==> config.mk <==
export PLATFORM = sky130hd
export DESIGN_NAME = mdu_iter_unit
export DESIGN_NICKNAME = d
export VERILOG_FILES = /design/src/rtl/mdu_pkg.sv /design/src/rtl/mdu_shift_core.sv /design/src/rtl/mdu_iter_unit.sv
export SDC_FILE = /design/constraint.sdc
export NUM_CORES = 1
export LEC_CHECK = 0
export CAP_MARGIN = 20
export CORE_MARGIN = 5
export CORE_UTILIZATION = 35
export DETAILED_ROUTE_END_ITERATION = 8
export SYNTH_ARGS = -nofsm -noshare
export SYNTH_HDL_FRONTEND = slang
export SYNTH_SLANG_ARGS = --single-unit
==> constraint.sdc <==
create_clock -name clk -period 3.1 [get_ports clk]
set_input_delay 0.62 -clock clk [delete_from_list [all_inputs] [get_ports clk]]
set_output_delay 0.62 -clock clk [all_outputs]
set_load 0.1 [all_outputs]
==> src/rtl/mdu_pkg.sv <==
// rtl/mdu_pkg.sv - shared constants, op encodings and state type for the iterative mul/div unit
package mdu_pkg;

  localparam int W    = 32;
  localparam int ITER = 32;

  localparam logic [1:0] MDU_MULT  = 2'b00;
  localparam logic [1:0] MDU_MULTU = 2'b01;
  localparam logic [1:0] MDU_DIV   = 2'b10;
  localparam logic [1:0] MDU_DIVU  = 2'b11;

  typedef enum logic [2:0] {
    ST_IDLE,
    ST_CALC,
    ST_FIX,
    ST_DONE,
    ST_HOLD
  } mdu_state_e;

  // Two's-complement negate when neg is set; used for magnitudes and sign fix-up.
  function automatic logic [W-1:0] cond_neg(input logic [W-1:0] v, input logic neg);
    return neg ? (~v + 1'b1) : v;
  endfunction

endpackage

==> src/rtl/mdu_shift_core.sv <==
// rtl/mdu_shift_core.sv - 64-bit accumulator/remainder datapath doing one mul or div step per cycle
module mdu_shift_core
  import mdu_pkg::*;
(
  input  logic           clk,
  input  logic           rst,
  input  logic           load,
  input  logic           step,
  input  logic           is_div,
  input  logic [W-1:0]   a_in,
  input  logic [W-1:0]   b_in,
  output logic [2*W-1:0] acc
);

  // Upper half is the running partial product / remainder, lower half shifts
  // out multiplier bits (mul) or dividend bits while quotient bits shift in (div).
  logic [2*W-1:0] acc_q, acc_d;
  logic [W-1:0]   opb_q, opb_d;

  logic [W-1:0]   addend;
  logic [W:0]     mul_sum;
  logic [W:0]     rem_sh;
  logic           rem_ge;
  logic [W-1:0]   rem_sub;

  // Single shift-add or restoring-subtract step, or a fresh operand load.
  always_comb begin
    acc_d   = acc_q;
    opb_d   = opb_q;
    addend  = acc_q[0] ? opb_q : '0;
    mul_sum = {1'b0, acc_q[2*W-1:W]} + {1'b0, addend};
    // Partial remainder shifted left with the next dividend bit appended.
    rem_sh  = acc_q[2*W-1:W-1];
    rem_ge  = (rem_sh >= {1'b0, opb_q});
    // When rem_ge holds the difference is below the divisor, so W bits suffice.
    rem_sub = rem_sh[W-1:0] - opb_q;
    if (load) begin
      acc_d = {{W{1'b0}}, a_in};
      opb_d = b_in;
    end else if (step) begin
      if (is_div) begin
        if (rem_ge) begin
          acc_d = {rem_sub, acc_q[W-2:0], 1'b1};
        end else begin
          acc_d = {rem_sh[W-1:0], acc_q[W-2:0], 1'b0};
        end
      end else begin
        acc_d = {mul_sum, acc_q[W-1:1]};
      end
    end
  end

  // Datapath registers.
  always_ff @(posedge clk) begin
    if (rst) begin
      acc_q <= '0;
      opb_q <= '0;
    end else begin
      acc_q <= acc_d;
      opb_q <= opb_d;
    end
  end

  assign acc = acc_q;

endmodule

==> src/rtl/mdu_iter_unit.sv <==
// rtl/mdu_iter_unit.sv - iterative MULT/MULTU/DIV/DIVU unit owning HI/LO with hazard stall/done handshake
module mdu_iter_unit
  import mdu_pkg::*;
(
  input  logic         clk,
  input  logic         rst,
  input  logic         start,
  input  logic [1:0]   op,
  input  logic [W-1:0] a,
  input  logic [W-1:0] b,
  input  logic         flush,
  input  logic         hi_we,
  input  logic         lo_we,
  input  logic [W-1:0] mt_wdata,
  output logic         alu_stall,
  output logic         alu_done,
  output logic [W-1:0] hi,
  output logic [W-1:0] lo
);

  mdu_state_e     state_q, state_d;
  logic [4:0]     count_q, count_d;
  logic           is_div_q, is_div_d;
  logic           q_neg_q, q_neg_d;
  logic           r_neg_q, r_neg_d;
  logic [2*W-1:0] res_q, res_d;
  logic [W-1:0]   hi_q, hi_d;
  logic [W-1:0]   lo_q, lo_d;

  logic           signed_op;
  logic           a_neg;
  logic           b_neg;
  logic           core_load;
  logic           core_step;
  logic [2*W-1:0] core_acc;

  assign signed_op = ~op[0];
  assign a_neg     = signed_op & a[W-1];
  assign b_neg     = signed_op & b[W-1];
  assign core_load = (state_q == ST_IDLE) && start && !flush;
  assign core_step = (state_q == ST_CALC);

  mdu_shift_core u_core (
    .clk    (clk),
    .rst    (rst),
    .load   (core_load),
    .step   (core_step),
    .is_div (is_div_q),
    .a_in   (cond_neg(a, a_neg)),
    .b_in   (cond_neg(b, b_neg)),
    .acc    (core_acc)
  );

  // Next-state, sign fix-up and HI/LO update; the DONE commit overrides MT writes.
  always_comb begin
    state_d  = state_q;
    count_d  = count_q;
    is_div_d = is_div_q;
    q_neg_d  = q_neg_q;
    r_neg_d  = r_neg_q;
    res_d    = res_q;
    hi_d     = hi_q;
    lo_d     = lo_q;
    if (hi_we) hi_d = mt_wdata;
    if (lo_we) lo_d = mt_wdata;
    case (state_q)
      ST_IDLE: begin
        if (start) begin
          state_d  = ST_CALC;
          count_d  = 5'd0;
          is_div_d = op[1];
          q_neg_d  = a_neg ^ b_neg;
          r_neg_d  = a_neg;
        end
      end
      ST_CALC: begin
        if (count_q == 5'(ITER - 1)) begin
          state_d = ST_FIX;
        end else begin
          count_d = count_q + 5'd1;
        end
      end
      ST_FIX: begin
        if (is_div_q) begin
          res_d = {cond_neg(core_acc[2*W-1:W], r_neg_q), cond_neg(core_acc[W-1:0], q_neg_q)};
        end else begin
          res_d = q_neg_q ? (~core_acc + 64'd1) : core_acc;
        end
        state_d = ST_DONE;
      end
      ST_DONE: begin
        if (!flush) begin
          hi_d = res_q[2*W-1:W];
          lo_d = res_q[W-1:0];
        end
        state_d = ST_HOLD;
      end
      ST_HOLD: begin
        // Wait for the completed instruction to leave EX before re-arming.
        if (!start) state_d = ST_IDLE;
      end
      default: state_d = ST_IDLE;
    endcase
    if (flush) state_d = ST_IDLE;
  end

  // Control and architectural state registers.
  always_ff @(posedge clk) begin
    if (rst) begin
      state_q  <= ST_IDLE;
      count_q  <= 5'd0;
      is_div_q <= 1'b0;
      q_neg_q  <= 1'b0;
      r_neg_q  <= 1'b0;
      res_q    <= '0;
      hi_q     <= '0;
      lo_q     <= '0;
    end else begin
      state_q  <= state_d;
      count_q  <= count_d;
      is_div_q <= is_div_d;
      q_neg_q  <= q_neg_d;
      r_neg_q  <= r_neg_d;
      res_q    <= res_d;
      hi_q     <= hi_d;
      lo_q     <= lo_d;
    end
  end

  // Stall is combinational so the pipeline freezes in the arrival cycle.
  assign alu_stall = !flush && (((state_q == ST_IDLE) && start) ||
                                (state_q == ST_CALC) ||
                                (state_q == ST_FIX)  ||
                                (state_q == ST_DONE));
  assign alu_done  = !flush && (state_q == ST_DONE);
  assign hi        = hi_q;
  assign lo        = lo_q;

endmodule

==> results.py, run 1 <==
metrics = {
    "floorplanning": {
        "coreArea_um2": 46650,
        "die_y_um": 227.5,
        "rows": 79,
        "initial_core_util_pct": 35.47,
        "die_x_um": 227.5,
        "die_area_um2": 51730,
        "ios": 170,
    },
    "routing": {
        "firstDrtPassIters": 5,
        "vias": 16870,
        "drt_iter0_drc": 1459,
        "via_per_inst": 5.583,
        "drt_wl_total_um": 59570,
        "wl_per_cell_um": 19.71,
        "drc": 0,
        "ant_nets": 0,
    },
    "power_and_ir_drop": {
        "p_leak_uw": 0.008753,
        "power_frac_comb_pct": 30.3,
        "p_sw_uw": 3268,
        "power_density_nw_per_um2": 453.8,
        "swShare_pct": 33.59,
        "fin_total_pwr_uw": 9729,
        "clockPowerShare_pct": 36.2,
        "power_frac_seq_pct": 33.5,
        "power.internal_uw": 6461,
        "vdd_drop_max_v": 0.0004290,
    },
    "placed_design": {
        "dpl.cell_count": 2955,
        "io_buffers": 169,
        "dp_hpwl_um": 46450,
        "globalplace.congestion": 0.9734,
    },
    "grt": {
        "grt.total_usage_pct": 21.73,
        "antenna_found_initial": 0,
        "grt_max_degree": 129,
        "grt_overflow": 0,
        "grt_pass1_wl_um": 90620,
        "grt_pass1_vias": 15950,
    },
    "finish": {
        "multi_input_area_um2": 11400,
        "area_delta_synth_final_pct": 29.55,
        "final_common_cell": "nor2_1",
        "diodes": 0,
        "regArea_um2": 4720,
        "fillerInstances": 4655,
        "drive_gt1_share_pct": 18.80,
        "mostFrequentLayoutCells": "277 x nor2_1, 272 x buf_4, 229 x dfxtp_1",
        "nNetsFinal": 2570,
        "layoutNonFillerInstCount": 3022,
    },
    "critical_path": {
        "max_stage_delay_ps": 390,
        "path_max_fanout": 10,
        "crit_required_ps": 3530,
        "worstPathArrival_ps": 3490,
        "crit_chain": "inv_4 -> buf_12 -> buf_12 -> nor2_1 -> ha_2 -> nand3_2 -> nand2_1 -> or3_4 -> o2111ai_4 -> a31oi_2 -> or3_4 -> mux2_2 -> a211oi_2 -> a21oi_1",
        "critPathKind": "flip-flop to flip-flop",
        "worst_setup_path_start_kind": "flip-flop",
        "endpoint_kind": "flip-flop",
        "cp_slowest_cell": "or3_4",
    },
    "synth": {
        "synth_warnings": 0,
        "syn-num-nets": 2301,
        "yosys_register_bits": 235,
        "ys_types": 80,
        "synthArstFlopShare_pct": 0,
        "synth_edf_count": 0,
        "synth_area_um2": 16550,
        "ys.flop_type": "dfxtp_1",
        "ys_seq_area_share_pct": 28.43,
        "syn_avg_cell_area_um2": 7.788,
        "syn-instance-count": 2125,
    },
    "clock_tree": {
        "root_buffer": "clkbuf_16",
        "h-tree-depth": 1,
        "cts_buffers": 28,
        "clk_latency_ps": 580,
        "clkTransAtPathRegs_ps": 60,
        "ctsHoldBuffers": 0,
        "clock_path_buffers": 3,
        "cts.sinks": 235,
        "tritoncts": "yes",
    },
    "sta": {
        "worst_pin_slew_ps": 1004,
        "hold_viol": 0,
        "slew_headroom_pct": 33.06,
        "finalMaxSlewViolations": 0,
        "period_minus_slack_ps": 3057,
        "tns_ps": 0,
        "fmax_mhz": 327.1,
        "setup_violations": 0,
        "whs_ps": 447.6,
        "rsz0062_at_grt": "yes",
        "finClkSkew_ps": 15.68,
        "fin_crit_sh_pct": 98.61,
    },
    "run_status": {
        "status": "finished, final reports clean",
    },
    "min_path": {
        "hold_class": "flip-flop to flip-flop",
    },
    "flow_run": {
        "cap_violations": 0,
    },
}
==> cell type report <==
cell class	instances	area share [%]
Inverter	62	1.097
Multi-Input combinational cell	1679	53.18
Timing Repair Buffer	388	15.47
Clock inverter	13	0.8287
Clock buffer	38	3.863
Sequential cell	235	22.01
Tap cell	607	3.542
==> final timing paths <==
check | start | to | slack, ps | cells after the start
setup / recovery | u_core.acc[0] | u_core.acc[59] | 40 | 14
hold reg to reg | u_core.opb_q[28] | u_core.opb_q[28] | 450 | 2
hold / removal | u_core.opb_q[28] | u_core.opb_q[28] | 450 | 2
setup reg to reg | u_core.acc[0] | u_core.acc[59] | 40 | 14
==> metal layers <==
metal,GRT usage [%],up-vias,part of all wire (%)
li1,-,8271,-
met1,31.74,7942,47
met2,34.50,572,44
met3,2.669,88,6.6
met4,4.707,0,2.4
met5,0,-,0
==> what timing repair did <==
item                                    in CTS  in global routing
hold endpoints to repair                     0                  0
pin swaps                                    2                 35
endpoints found under the setup margin       6                 29
setup buffers                                3                 11
gates resized for setup                      4                 74
gates cloned                                 0                  2
==> logic make-up (layout without fill, tap and decap cells) <==
logic type / Yosys count / in the layout / share of synthesized area, %
and+or+nand+nor: 696 / 696 / 19.96
muxes: 123 / 123 / 7.560
adders and majority gates: 72 / 72 / 5.534
xor gates and xnor gates: 164 / 164 / 8.679
DFF: 235 / 235 / 28.43
buffers and inverters: 211 / 501 / 4.907
AOI/OAI and AO/OA: 624 / 624 / 24.93
==> worst max-delay path: cells and delay by family, from the launching register on <==
kind / cells / cell delay, ps
buf+inv: 3 / 310
compound gates: 4 / 620
mux: 1 / 290
simple gates: 5 / 1000
flops: 1 / 370
fa+ha+maj: 1 / 330
==> registers in the layout, summed over array words and instances (netlist names) <==
signal and count:
res_q 64, q_neg_q 1, hi 32, is_div_q 1, u_core.opb_q 32, count_q 5, u_core.acc 64, state_q 3
r_neg_q 1, lo 32
==> cell usage after synthesis, types with 34 or more instances <==
| cell | number | share of area, % |
|---|---|---|
| mux2i_1 | 107 | 6.5 |
| inv_1 | 62 | 1.4 |
| dfxtp_1 | 235 | 28 |
| a211oi_1 | 196 | 8.9 |
| nand3_1 | 34 | 1.0 |
| nor3_1 | 53 | 1.6 |
| o21ai_0 | 98 | 3.0 |
| xor2_1 | 84 | 4.4 |
| nand2_1 | 163 | 3.7 |
| a21oi_1 | 156 | 4.7 |
| xnor2_1 | 80 | 4.2 |
| clkbuf_1 | 136 | 3.1 |
| nor2_1 | 284 | 6.4 |
| ha_1 | 70 | 5.3 |
==> through the flow <==
stage / instance area (um2) / util [%] / worst slack [ps]
final: 21440 / 45.95 / 43.09
after global placement: 19950 / 42.76 / -194.4
after floorplan: 16580 / - / 4.089
after CTS: 20980 / 44.97 / -9.425
after detailed placement: 19950 / 42.76 / -245.0
after global routing: 21440 / 45.95 / -116.8
==> power groups by stage <==
stage | Sequential, uW | Clock [uW] | Combinational, uW
after floorplan | 3650 | 0 | 1450
after global placement | 3320 | 0 | 2760
after detailed placement | 3320 | 0 | 2780
after CTS | 3260 | 3620 | 2800
after global routing | 3270 | 3730 | 3150
final | 3260 | 3530 | 2950
(Power assumes the default switching activity.)
==> run 2: changes to the inputs <==
- CTS_CLUSTER_DIAMETER: unset -> 80
- HOLD_SLACK_MARGIN: unset -> 0.15
==> run 2 against run 1 <==
Compared with the run above: critical path depth is the same; first-iteration DRC count shrank 10%; utilization is essentially flat; total power grew 0.61%; sequential cell count is the same; cell count is essentially flat; die area is the same; combinational power is essentially flat; clock-buffer cell count is the same.
==> results.py, run 2 (same netlist as run 1, synthesis figures left out) <==
metrics = {
    "grt": {
        "grt_overflow": 0,
        "grt.total_usage_pct": 21.75,
        "grt_pass1_vias": 15960,
        "antenna_found_initial": 0,
        "grt_max_degree": 129,
        "grt_pass1_wl_um": 90800,
    },
    "routing": {
        "drt_iter0_drc": 1313,
        "via_per_inst": 5.560,
        "firstDrtPassIters": 5,
        "drc": 0,
        "vias": 16800,
        "drt_wl_total_um": 59460,
        "ant_nets": 0,
        "wl_per_cell_um": 19.68,
    },
    "critical_path": {
        "endpoint_kind": "flip-flop",
        "worst_setup_path_start_kind": "flip-flop",
        "r2r-start": "u_core.acc[0]",
        "reg2reg_depth": 14,
        "reg2reg_setup_slack_ps": 40,
        "critPathKind": "flip-flop to flip-flop",
        "crit_required_ps": 3530,
        "crit_path_end": "u_core.acc[59]",
        "worstPathArrival_ps": 3490,
        "path_max_fanout": 10,
        "worstSetupStartpoint": "u_core.acc[0]",
        "r2r-end": "u_core.acc[59]",
    },
    "finish": {
        "mostFrequentLayoutCells": "277 x nor2_1, 272 x buf_4, 229 x dfxtp_1",
        "diodes": 0,
        "nNetsFinal": 2570,
        "drive_gt1_share_pct": 18.68,
        "final_common_cell": "nor2_1",
        "area_delta_synth_final_pct": 29.59,
    },
    "floorplanning": {
        "coreArea_um2": 46650,
        "ios": 170,
        "rows": 79,
        "die_area_um2": 51730,
        "initial_core_util_pct": 35.47,
        "die_y_um": 227.5,
        "die_x_um": 227.5,
    },
    "run_status": {
        "status": "finished, final reports clean",
    },
    "clock_tree": {
        "clkTransAtPathRegs_ps": 60,
        "h-tree-depth": 1,
        "clock_path_buffers": 3,
        "tritoncts": "yes",
        "root_buffer": "clkbuf_16",
        "cts.sinks": 235,
        "cts_buffers": 28,
        "clk_latency_ps": 580,
    },
    "flow_run": {
        "cap_violations": 0,
    },
    "sta": {
        "finalWorstSetupSlack_ps": 38.25,
        "fmax_mhz": 326.6,
        "worst_pin_slew_ps": 1015,
        "slew_headroom_pct": 32.31,
        "tns_ps": 0,
        "setup_violations": 0,
        "finalMaxSlewViolations": 0,
        "fin_crit_sh_pct": 98.77,
        "period_minus_slack_ps": 3062,
        "rsz0062_at_grt": "yes",
        "whs_ps": 448.0,
        "finClkSkew_ps": 13.35,
        "hold_viol": 0,
    },
    "min_path": {
        "hold_class": "flip-flop to flip-flop",
    },
    "placed_design": {
        "io_buffers": 169,
        "dp_worst_setup_slack_ps": -245.0,
        "globalplace.congestion": 0.9734,
        "dp_hpwl_um": 46450,
    },
    "power_and_ir_drop": {
        "p_leak_uw": 0.008750,
        "vdd_drop_max_v": 0.0004302,
        "power_density_nw_per_um2": 456.4,
        "fin_total_pwr_uw": 9788,
    },
}
[run 2: changes by cell type in the layout (fill, tap and decap cells not counted), sizes merged]
| cell | delta |
|---|---|
| inv | +1 |
| clkinv | -4 |
| clkinvlp | +1 |
| bufinv | +1 |
[run 2: repair_timing]
item                       in CTS  in global routing
pin swaps                       2                 35
setup buffers                   3                 11
resized for setup               4                 72
setup endpoints to repair       6                 29
hold buffers                    0                  0
gates cloned                    0                  2
[run 2: worst max-delay path, stage by stage (launching register included)]
cell,delay (ps)
dfxtp_4,370
inv_4,50
buf_12,130
buf_12,130
nor2_1,100
ha_2,330
nand3_2,100
nand2_1,60
or3_4,390
o2111ai_4,240
a31oi_2,130
or3_4,350
mux2_2,290
a211oi_2,180
a21oi_1,80
[run 2: routing by layer]
| layer | vias up | routed length [um] | GRT usage (%) |
|---|---|---|---|
| li1 | 8274 | - | - |
| met1 | 7904 | 28250 | 31.82 |
| met2 | 540 | 26180 | 34.62 |
| met3 | 79 | 3653 | 2.592 |
| met4 | 0 | 1373 | 4.533 |
| met5 | - | 0 | 0 |
[run 2: where the power goes]
group | leakage (uW) | internal (uW) | total (uW) | switching [uW]
clock | 0.000500 | 2190 | 3590 | 1400
sequential | 0.00192 | 3150 | 3260 | 110
combinational | 0.00633 | 1180 | 2940 | 1760
[run 2: how the worst min path moves through the flow]
stage	from	end	slack [ps]	depth (start not counted)
after floorplan	u_core.opb_q[26]	u_core.opb_q[26]	430	2
after global placement	u_core.opb_q[28]	u_core.opb_q[28]	440	2
after detailed placement	res_q[46]	res_q[46]	450	2
after CTS	rst	is_div_q	440	2
after global routing	rst	is_div_q	460	2
final	u_core.opb_q[28]	u_core.opb_q[28]	450	2
[run 2: per-stage QoR]
stage / util (%) / cell area [um2] / cells
after floorplan: - / 16580 / 2125
after global placement: 42.76 / 19950 / 2955
after detailed placement: 42.76 / 19950 / 2955
after CTS: 45.00 / 20990 / 3008
after global routing: 45.97 / 21450 / 3021
final: 45.97 / 21450 / 3021
[run 2: layout make-up]
type	count	area, um2
multi-input cells	1679	11400
repair buffers	388	3317
flip-flops and latches	235	4720
well taps	607	759.5
inverters	62	235.2
clock buffers	38	818.3
fillers	4645	25210
clock inverters	12	198.9
